--- src/rtl/breath_led_pkg.sv ---
// Shared definitions for breath_led: FSM state encoding and default parameters.
// Hold states are only defined when BREATH_LED_HOLD_EN is set.
package breath_led_pkg;

   localparam int unsigned PWM_BITS_DEF   = 8;
   localparam int unsigned STEP_DIV_DEF   = 64;
   localparam int unsigned HOLD_STEPS_DEF = 32;

   typedef logic [2:0] state_t;

   localparam state_t ST_IDLE    = 3'd0;
   localparam state_t ST_RISE    = 3'd1;
   localparam state_t ST_FALL    = 3'd2;
`ifdef BREATH_LED_HOLD_EN
   localparam state_t ST_HOLD_HI = 3'd3;
   localparam state_t ST_HOLD_LO = 3'd4;
`endif

   // Width of a counter holding 0..n-1; never narrower than one bit.
   function automatic int unsigned cnt_width(input int unsigned n);
      return (n > 1) ? $clog2(n) : 1;
   endfunction

endpackage

--- src/rtl/breath_pwm.sv ---
// PWM engine for breath_led: free-running period counter, period-end flag
// and registered duty compare driving the LED.
module breath_pwm #(
   parameter int unsigned PWM_BITS = 8
) (
   input  logic                clk,
   input  logic                rst_n,
   input  logic                i_clr,
   input  logic                i_run,
   input  logic                i_en,
   input  logic [PWM_BITS-1:0] i_duty,
   output logic                o_period_end,
   output logic                o_led
);

   localparam logic [PWM_BITS-1:0] CNT_MAX = '1;

   logic [PWM_BITS-1:0] r_cnt;
   logic                r_led;

   always_ff @(posedge clk or negedge rst_n) begin
      if (!rst_n) begin
         r_cnt <= '0;
         r_led <= 1'b0;
      end else begin
         if (i_clr) begin
            r_cnt <= '0;
         end else if (i_run) begin
            r_cnt <= r_cnt + PWM_BITS'(1);
         end
         r_led <= i_en && (r_cnt < i_duty);
      end
   end

   assign o_period_end = i_run && (r_cnt == CNT_MAX);
   assign o_led        = r_led;

endmodule

--- src/rtl/breath_led.sv ---
// Breathing LED: duty ramps up and down one step every STEP_DIV PWM periods.
// Define BREATH_LED_HOLD_EN to add HOLD_HI/HOLD_LO dwell states of HOLD_STEPS steps.
module breath_led
   import breath_led_pkg::*;
#(
   parameter int unsigned PWM_BITS   = PWM_BITS_DEF,
   parameter int unsigned STEP_DIV   = STEP_DIV_DEF,
   parameter int unsigned HOLD_STEPS = HOLD_STEPS_DEF
) (
   input  logic clk,
   input  logic rst_n,
   input  logic en_breath,
   output logic led
);

   localparam int unsigned         SW        = cnt_width(STEP_DIV);
   localparam logic [PWM_BITS-1:0] DUTY_MAX  = '1;
   localparam logic [PWM_BITS-1:0] DUTY_ONE  = PWM_BITS'(1);
   localparam logic [PWM_BITS-1:0] DUTY_PMAX = DUTY_MAX - DUTY_ONE;

   if (STEP_DIV < 1 || HOLD_STEPS < 1) begin : g_param_check
      $error("breath_led: STEP_DIV and HOLD_STEPS must be >= 1");
   end

   state_t              r_state;
   logic [PWM_BITS-1:0] r_duty;
   logic [SW-1:0]       r_step_cnt;
   logic                w_run;
   logic                w_period_end;
   logic                w_tick;
   logic                w_hold_done;

   // The PWM counter stays parked at 0 in IDLE so RISE starts from a clean period.
   assign w_run  = en_breath && (r_state != ST_IDLE);
   assign w_tick = w_period_end && (r_step_cnt == SW'(STEP_DIV - 1));

   breath_pwm #(
      .PWM_BITS (PWM_BITS)
   ) u_pwm (
      .clk          (clk),
      .rst_n        (rst_n),
      .i_clr        (!en_breath),
      .i_run        (w_run),
      .i_en         (en_breath),
      .i_duty       (r_duty),
      .o_period_end (w_period_end),
      .o_led        (led)
   );

`ifdef BREATH_LED_HOLD_EN
   localparam int unsigned HW = cnt_width(HOLD_STEPS);

   logic [HW-1:0] r_hold_cnt;

   assign w_hold_done = (r_hold_cnt == HW'(HOLD_STEPS - 1));

   always_ff @(posedge clk or negedge rst_n) begin
      if (!rst_n) begin
         r_hold_cnt <= '0;
      end else if (!en_breath) begin
         r_hold_cnt <= '0;
      end else if (w_tick && (r_state == ST_HOLD_HI || r_state == ST_HOLD_LO)) begin
         r_hold_cnt <= w_hold_done ? '0 : r_hold_cnt + HW'(1);
      end
   end
`else
   assign w_hold_done = 1'b0;
`endif

   always_ff @(posedge clk or negedge rst_n) begin
      if (!rst_n) begin
         r_state    <= ST_IDLE;
         r_duty     <= '0;
         r_step_cnt <= '0;
      end else if (!en_breath) begin
         r_state    <= ST_IDLE;
         r_duty     <= '0;
         r_step_cnt <= '0;
      end else begin
         if (w_period_end) begin
            r_step_cnt <= w_tick ? '0 : r_step_cnt + SW'(1);
         end
         case (r_state)
            ST_IDLE: begin
               r_state <= ST_RISE;
            end
            ST_RISE: begin
               if (w_tick) begin
                  r_duty <= r_duty + DUTY_ONE;
                  if (r_duty == DUTY_PMAX) begin
`ifdef BREATH_LED_HOLD_EN
                     r_state <= ST_HOLD_HI;
`else
                     r_state <= ST_FALL;
`endif
                  end
               end
            end
            ST_FALL: begin
               if (w_tick) begin
                  r_duty <= r_duty - DUTY_ONE;
                  if (r_duty == DUTY_ONE) begin
`ifdef BREATH_LED_HOLD_EN
                     r_state <= ST_HOLD_LO;
`else
                     r_state <= ST_RISE;
`endif
                  end
               end
            end
`ifdef BREATH_LED_HOLD_EN
            ST_HOLD_HI: begin
               if (w_tick && w_hold_done) begin
                  r_state <= ST_FALL;
               end
            end
            ST_HOLD_LO: begin
               if (w_tick && w_hold_done) begin
                  r_state <= ST_RISE;
               end
            end
`endif
            default: begin
               r_state <= ST_IDLE;
               r_duty  <= '0;
            end
         endcase
      end
   end

endmodule

--- config.mk ---
export PLATFORM = sky130hd
export DESIGN_NAME = breath_led
export DESIGN_NICKNAME = d
export VERILOG_FILES = /design/src/rtl/breath_led_pkg.sv /design/src/rtl/breath_pwm.sv /design/src/rtl/breath_led.sv
export SDC_FILE = /design/constraint.sdc
export NUM_CORES = 1
export LEC_CHECK = 0
export BUFFER_PORTS_ARGS = -buffer_cell sky130_fd_sc_hd__clkbuf_2
export CAP_MARGIN = 20
export CELL_PAD_IN_SITES_DETAIL_PLACEMENT = 0
export CELL_PAD_IN_SITES_GLOBAL_PLACEMENT = 1
export CORE_MARGIN = 1.5
export CORE_UTILIZATION = 48
export CTS_BUF_LIST = sky130_fd_sc_hd__clkbuf_8 sky130_fd_sc_hd__clkbuf_16
export CTS_CLUSTER_SIZE = 20
export DETAILED_ROUTE_END_ITERATION = 16
export PLACE_DENSITY_LB_ADDON = 0.25
export RECOVER_POWER = 100
export SYNTH_ARGS = -nofsm -noshare
export SYNTH_HDL_FRONTEND = slang
export SYNTH_SLANG_ARGS = --single-unit
--- constraint.sdc ---
create_clock -name clk -period 2.8 [get_ports clk]
set_clock_uncertainty 0.15 [all_clocks]
set_input_delay 0.56 -clock clk [delete_from_list [all_inputs] [get_ports clk]]
set_output_delay 0.56 -clock clk [all_outputs]
set_load 0.02 [all_outputs]
# Word level (Yosys, flattened, before mapping)
# Cells that the tools add are included.
dict set report op_classes {
  n_addsub 4
  n_mul 0
  div_mod_pow 0
  n_lt_le_gt_ge 1
  n_eq_ne 13
  n_shift 0
  n_mux 15
  n_bitwise 0
  reduce_logical 8
}
# cell count
set ops {}
lappend ops {{8-bit two-way mux} 5}
lappend ops {{8-bit case mux with 3 select lines} 1}
lappend ops {{6-bit two-way mux} 3}
lappend ops {{8-bit by 1-bit adder with 8-bit output (second input constant)} 2}
lappend ops {{8-bit == test (second input constant)} 2}
lappend ops {{3-bit two-way mux} 5}
lappend ops {{3-bit != test (second input constant)} 4}
lappend ops {{3-bit case mux with 3 select lines} 1}
lappend ops {{8-bit by 1-bit == test with 1-bit output (second input constant)} 1}
lappend ops {{8-bit less-than comparator} 1}
lappend ops {{8-bit by 1-bit subtractor with 8-bit output (second input constant)} 1}
lappend ops {{6-bit by 1-bit adder with 6-bit output (second input constant)} 1}
lappend ops {{6-bit == test (second input constant)} 1}
lappend ops {{1-bit logical AND} 4}
lappend ops {{2-bit by 1-bit != test with 1-bit output (second input constant)} 2}
lappend ops {{4-bit AND reduction} 1}
lappend ops {{3-bit by 1-bit == test with 1-bit output (second input constant)} 1}
lappend ops {{3-bit by 2-bit == test with 1-bit output (second input constant)} 1}
lappend ops {{3-bit zero test} 1}
lappend ops {{3-bit AND reduction} 1}
lappend ops {{3-bit nonzero test} 1}
lappend ops {{2-bit != test (second input constant)} 1}
dict set report totals {
  regBits 26
  latch_bits 0
  ram_bits 0
  mem_bits_ro 0
  out_inout_bits 1
  memories 0
}

# Longest topological paths before layout
dict set report logic_depth {
  depth_word 7
  mapped_depth 8
  ltp_nobuf 7
}

# Modules after synthesis
# From an unflattened synthesis, not the netlist that was laid out.
dict set report unflattened {
  cells_unflattened 193
  hier_area_um2 1769.2
}
# module instances cells_each area_per_inst_um2 seq_area_each_um2
set by_module_without_submodules {}
lappend by_module_without_submodules {breath_led 1 131 1167.4 400.4}
lappend by_module_without_submodules {breath_pwm 1 62 601.8 225.2}

# Least setup slack after synthesis
# OpenSTA, ideal clock, no wires.
dict set report synth_path {
  path_kind {reg2reg}
  start {reg r_state[0]}
  end {reg r_state[0]}
  arrival_time_ns 1.806
  path_slack_ns 0.764
  stages_incl_launch_ff 8
  synth_period_minus_slack_ns 2.036
  cell_sequence {dfrtp_1 inv_1 ha_1 buf_2 nor4b_4 a21oi_2 a221oi_2 mux2i_1}
}
dict set report synth_between {
  elab_chain_cells 6
}
# item line_no
set synth_lines {}
lappend synth_lines {{start, declared} breath_led.sv:25} ;# state_t r_state;
lappend synth_lines {{start signal, assigned} breath_led.sv:72} ;# r_state <= ST_IDLE;
lappend synth_lines {{start signal, assigned} breath_led.sv:76} ;# r_state <= ST_IDLE;
lappend synth_lines {{start signal, assigned} breath_led.sv:85} ;# r_state <= ST_RISE;
lappend synth_lines {{3-bit nonzero test} breath_led.sv:34} ;# assign w_run = en_breath && (r_state != ST_IDLE);
lappend synth_lines {{1-bit logical AND} breath_led.sv:34}
lappend synth_lines {{1-bit logical AND} breath_pwm.sv:35} ;# assign o_period_end = i_run && (r_cnt == CNT_MAX);
lappend synth_lines {{1-bit logical AND} breath_led.sv:35} ;# assign w_tick = w_period_end && (r_step_cnt == SW'(STEP_DIV - 1));
lappend synth_lines {{3-bit != test (no line)} -}
lappend synth_lines {{4-bit AND reduction (no line)} -}
# Several ways; a longest one is shown, not always the timed one.
# A chain may end at the register's enable or synchronous reset.

# Final worst setup path
# Same ends and word-level chain as after synthesis.

==> tab_implementation.tex <==
\begin{tabular}{lr}
\hline
Metric & Value \\
\hline
\multicolumn{2}{l}{\textbf{Place}} \\
Worst slack after detailed placement & roughly 0.54 ns \\
Half-perimeter wire length after detailed placement & 2620 um \\
Number of cells in the design after placement & 237 \\
I/O Buffers & 3 \\
Cell area after placement & about 1800 um\^{}2 \\
Final weighted congestion of routability-driven global placement & 0.905 \\
\multicolumn{2}{l}{\textbf{Global route}} \\
Global Route met2 Usage & 0.305 \\
Total global-route track usage & 0.193 \\
Largest net degree at the start of global routing & 26 \\
Fraction of met3 tracks used by global routing & 0.0161 \\
Antenna violations before repair & 0 \\
First-pass GRT wire length & around 6200 um \\
Busiest grt layer & met2 \\
Grt ovf & 0 \\
GR met1 Demand/Resource & 0.272 \\
Via count of the first global-routing pass & 1336 \\
\multicolumn{2}{l}{\textbf{Die}} \\
Effective utilization at floorplan & 0.514 \\
Die area & just over 4000 um\^{}2 \\
Width of the die & approximately 64 um \\
Core region area & 3440 um\^{}2 \\
Die extent in y & 63.7 um \\
Boundary pin count & 4 \\
Number of rows created at floorplan & 21 \\
\multicolumn{2}{l}{\textbf{STA}} \\
Unrepaired setup endpoints after global routing & no \\
Setup total negative slack & 0 ns \\
Time the final worst path needs with I/O delays and setup & about 2.4 ns \\
Setup Viol. Count Final & 0 \\
Hold Vio Cnt, Final & 0 \\
Relative slew margins & 0.0878 \\
Fraction of the cycle the final worst path needs & 0.856 \\
Maximum achievable frequency & approximately 420 MHz \\
Hold\_ws & 0.415 ns \\
Final max-slew violation count & 0 \\
Worst-margin pin slew & roughly 1.4 ns \\
Final setup margin & between 0.4 and 0.5 ns \\
\multicolumn{2}{l}{\textbf{Route}} \\
Routed length per instance & roughly 14 um \\
Routed WL & around 3500 um \\
Detailed-route via count & $\sim$1400 \\
Number of nets still failing antenna checks after routing & 0 \\
First-pass DRT Iterations & 4 \\
DRC Markers & 0 \\
Post-detailed-route via-to-cell ratio & around 5.7 \\
Initial DRC count & 71 \\
\multicolumn{2}{l}{\textbf{Critical path}} \\
Maximum net fanout on the critical path & 9 \\
Worst setup path category & reg2reg \\
CP Data Arrival Time & $\sim$2.5 ns \\
Nature of the critical path endpoint & flop \\
R2R depth & 6 \\
Data required, critical path & 2.85 ns \\
Launching element type of the critical path & flop \\
R2r setup slk & slightly above 0.4 ns \\
\multicolumn{2}{l}{\textbf{Power and ir drop}} \\
Total power consumption of the routed design & a little over 1 mW \\
Maximum vdd ir drop & approximately 0.4 mV \\
Part of the total power dissipated in combinational logic & 0.358 \\
Part of the power in the clock network & 0.221 \\
Leakage & 0.813 nW \\
Internal power of the cells & roughly 0.64 mW \\
Switching part of the total & 0.365 \\
Sequential share of power & 0.421 \\
Pwr dens & 543 nW/um\^{}2 \\
Switching pwr & $\sim$0.37 mW \\
\multicolumn{2}{l}{\textbf{Clock tree}} \\
Number of setup buffers added after CTS & 0 \\
Clock transition at the registers of the reported paths & roughly 0.090 ns \\
CTS Hold Buffers Added & 0 \\
Clk Latency, worst-skew pair & roughly 0.27 ns \\
Root Buffer Master & sky130\_fd\_sc\_hd\_\_clkbuf\_8 \\
TritonCTS clock tree & done \\
\# clock sinks & 25 \\
CTS max path bufs & 2 \\
Max H-tree Level & 1 \\
Count of cells resized by post-cts repair & 0 \\
Inserted Clock Buffers & 3 \\
\multicolumn{2}{l}{\textbf{Yosys}} \\
Fraction of registers with async set/reset & 1.00 \\
Syn avg cell area & $\sim$9.0 um\^{}2 \\
Most used DFF post-synth & sky130\_fd\_sc\_hd\_\_dfrtp\_1 \\
Area share of the largest cell type after synthesis & 0.354 \\
Number of enable flip-flop cells after synthesis & 0 \\
Netlist area before placement & 1770 um\^{}2 \\
Distinct cell type count of the synthesized netlist & 41 \\
Dominant cells by area after synthesis & sky130\_fd\_sc\_hd\_\_dfrtp\_1, sky130\_fd\_sc\_hd\_\_ha\_1, sky130\_fd\_sc\_hd\_\_xnor2\_1 \\
Share of the yosys chip area belonging to registers & 0.354 \\
Dominant cell type by area after synthesis & sky130\_fd\_sc\_hd\_\_dfrtp\_1 \\
Number of standard cells after synthesis & just under 200 \\
Number of flip-flops and latches in the synthesized netlist & 25 \\
Net count of the mapped netlist & approximately 220 \\
Synth Warn \# & 0 \\
\multicolumn{2}{l}{\textbf{Cells and area}} \\
Number of cells in the finished layout apart from fillers & about 240 \\
Post-layout instance area & roughly 1900 um\^{}2 \\
Layout cells sized above 1 & 0.0462 \\
Post-route core utilization & 0.539 \\
Nets@finish & around 220 \\
ANT cells & 0 \\
Area growth from synthesis to layout & 4.81\% \\
Filler cells & around 330 \\
\multicolumn{2}{l}{\textbf{Hold path}} \\
Path class of the lowest-slack min-delay path & reg2reg \\
Worst Hold Depth & 2 \\
\multicolumn{2}{l}{\textbf{Outcome}} \\
Status & completed \\
\multicolumn{2}{l}{\textbf{Job}} \\
Max-cap violation count & 0 \\
\hline
\end{tabular}
[placed cells by master (no fill, tap or decap), drive strengths merged, types with 2 or more instances in the layout]
cell / synthesis / final
dfrtp: 25 / 25
nand2: 22 / 22
ha: 17 / 17
o21ai: 14 / 14
inv: 11 / 11
xnor2: 10 / 10
a21oi: 9 / 9
nand3: 8 / 8
and2: 8 / 8
xor2: 7 / 7
nand4: 7 / 7
nor2: 6 / 6
clkbuf: 8 / 6
mux2i: 5 / 5
nor2b: 5 / 5
and3: 4 / 4
nor3: 3 / 3
a22oi: 3 / 3
nand3b: 2 / 2
nor4: 2 / 2
o31ai: 2 / 2
a221oi: 2 / 2
o22ai: 2 / 2
[path summary, 6_finish.rpt]
kind / from / to
hold / removal: r_step_cnt[5]$_DFFE_PN0P_ / r_step_cnt[5]$_DFFE_PN0P_
setup reg to reg: r_state[0]$_DFFE_PN0P_ / r_state[0]$_DFFE_PN0P_
hold reg to reg: r_step_cnt[5]$_DFFE_PN0P_ / r_step_cnt[5]$_DFFE_PN0P_
setup / recovery: r_state[0]$_DFFE_PN0P_ / r_state[0]$_DFFE_PN0P_
min in group asynchronous: rst_n / r_duty[3]$_DFFE_PN0P_
max in group asynchronous: rst_n / u_pwm.r_cnt[6]$_DFFE_PN0P_
[per-layer routing]
layer,share of wire,vias up
li1,-,685
met2,0.47,21
met5,0,-
met4,0.016,0
met1,0.49,657
met3,0.019,5
[state kept, by name, summed over array words and instances (netlist names)]
| name | flops |
|---|---|
| r_state | 2 |
| u_pwm.o_led | 1 |
| u_pwm.r_cnt | 8 |
| r_duty | 8 |
| r_step_cnt | 6 |
[Yosys cell counts, drive strengths merged, types with 4 or more instances]
cell type,number
nand2,22
and2,8
o21ai,14
nand3,8
nor2,6
xnor2,10
inv,11
a21oi,9
ha,17
mux2i,5
nor2b,5
and3,4
xor2,7
clkbuf,8
dfrtp,25
nand4,7
[layout make-up]
class                      instances  area [um^2]  area share
sequential                        25          626       0.337
clock buffer                       3         41.3      0.0223
clock inverter                     1         7.51     0.00405
multi-input combinational        151         1060       0.572
inverter                          11         41.3      0.0223
tap                               46         57.6      0.0310
timing repair buffer               4         20.0      0.0108
[critical path, stage by stage, from the launching register on]
cell	delay, ns
sky130_fd_sc_hd__dfrtp_1	0.40
sky130_fd_sc_hd__inv_1	0.10
sky130_fd_sc_hd__ha_1	0.34
sky130_fd_sc_hd__nor4b_4	0.56
sky130_fd_sc_hd__a21oi_2	0.11
sky130_fd_sc_hd__a221oi_1	0.42
sky130_fd_sc_hd__mux2i_1	0.24
[cell families after synthesis]
logic type,count (synthesis),synth area share
adder cells (fa/ha/maj),17,0.120
AND/OR/NAND/NOR,75,0.240
multiplexers,5,0.0283
buffers and inverters,20,0.0431
flip-flops,25,0.354
XOR/XNOR,17,0.0842
AO/OA/AOI/OAI,37,0.130
[power by group through the flow]
stage	clock, mW	sequential, mW	combinational, mW
after floorplan	0	0.426	0.295
after global placement	0	0.428	0.357
after detailed placement	0	0.431	0.372
after CTS	0.228	0.424	0.373
after global routing	0.244	0.429	0.413
final	0.223	0.423	0.360
No activity file was read; power rests on OpenSTA's default activity.
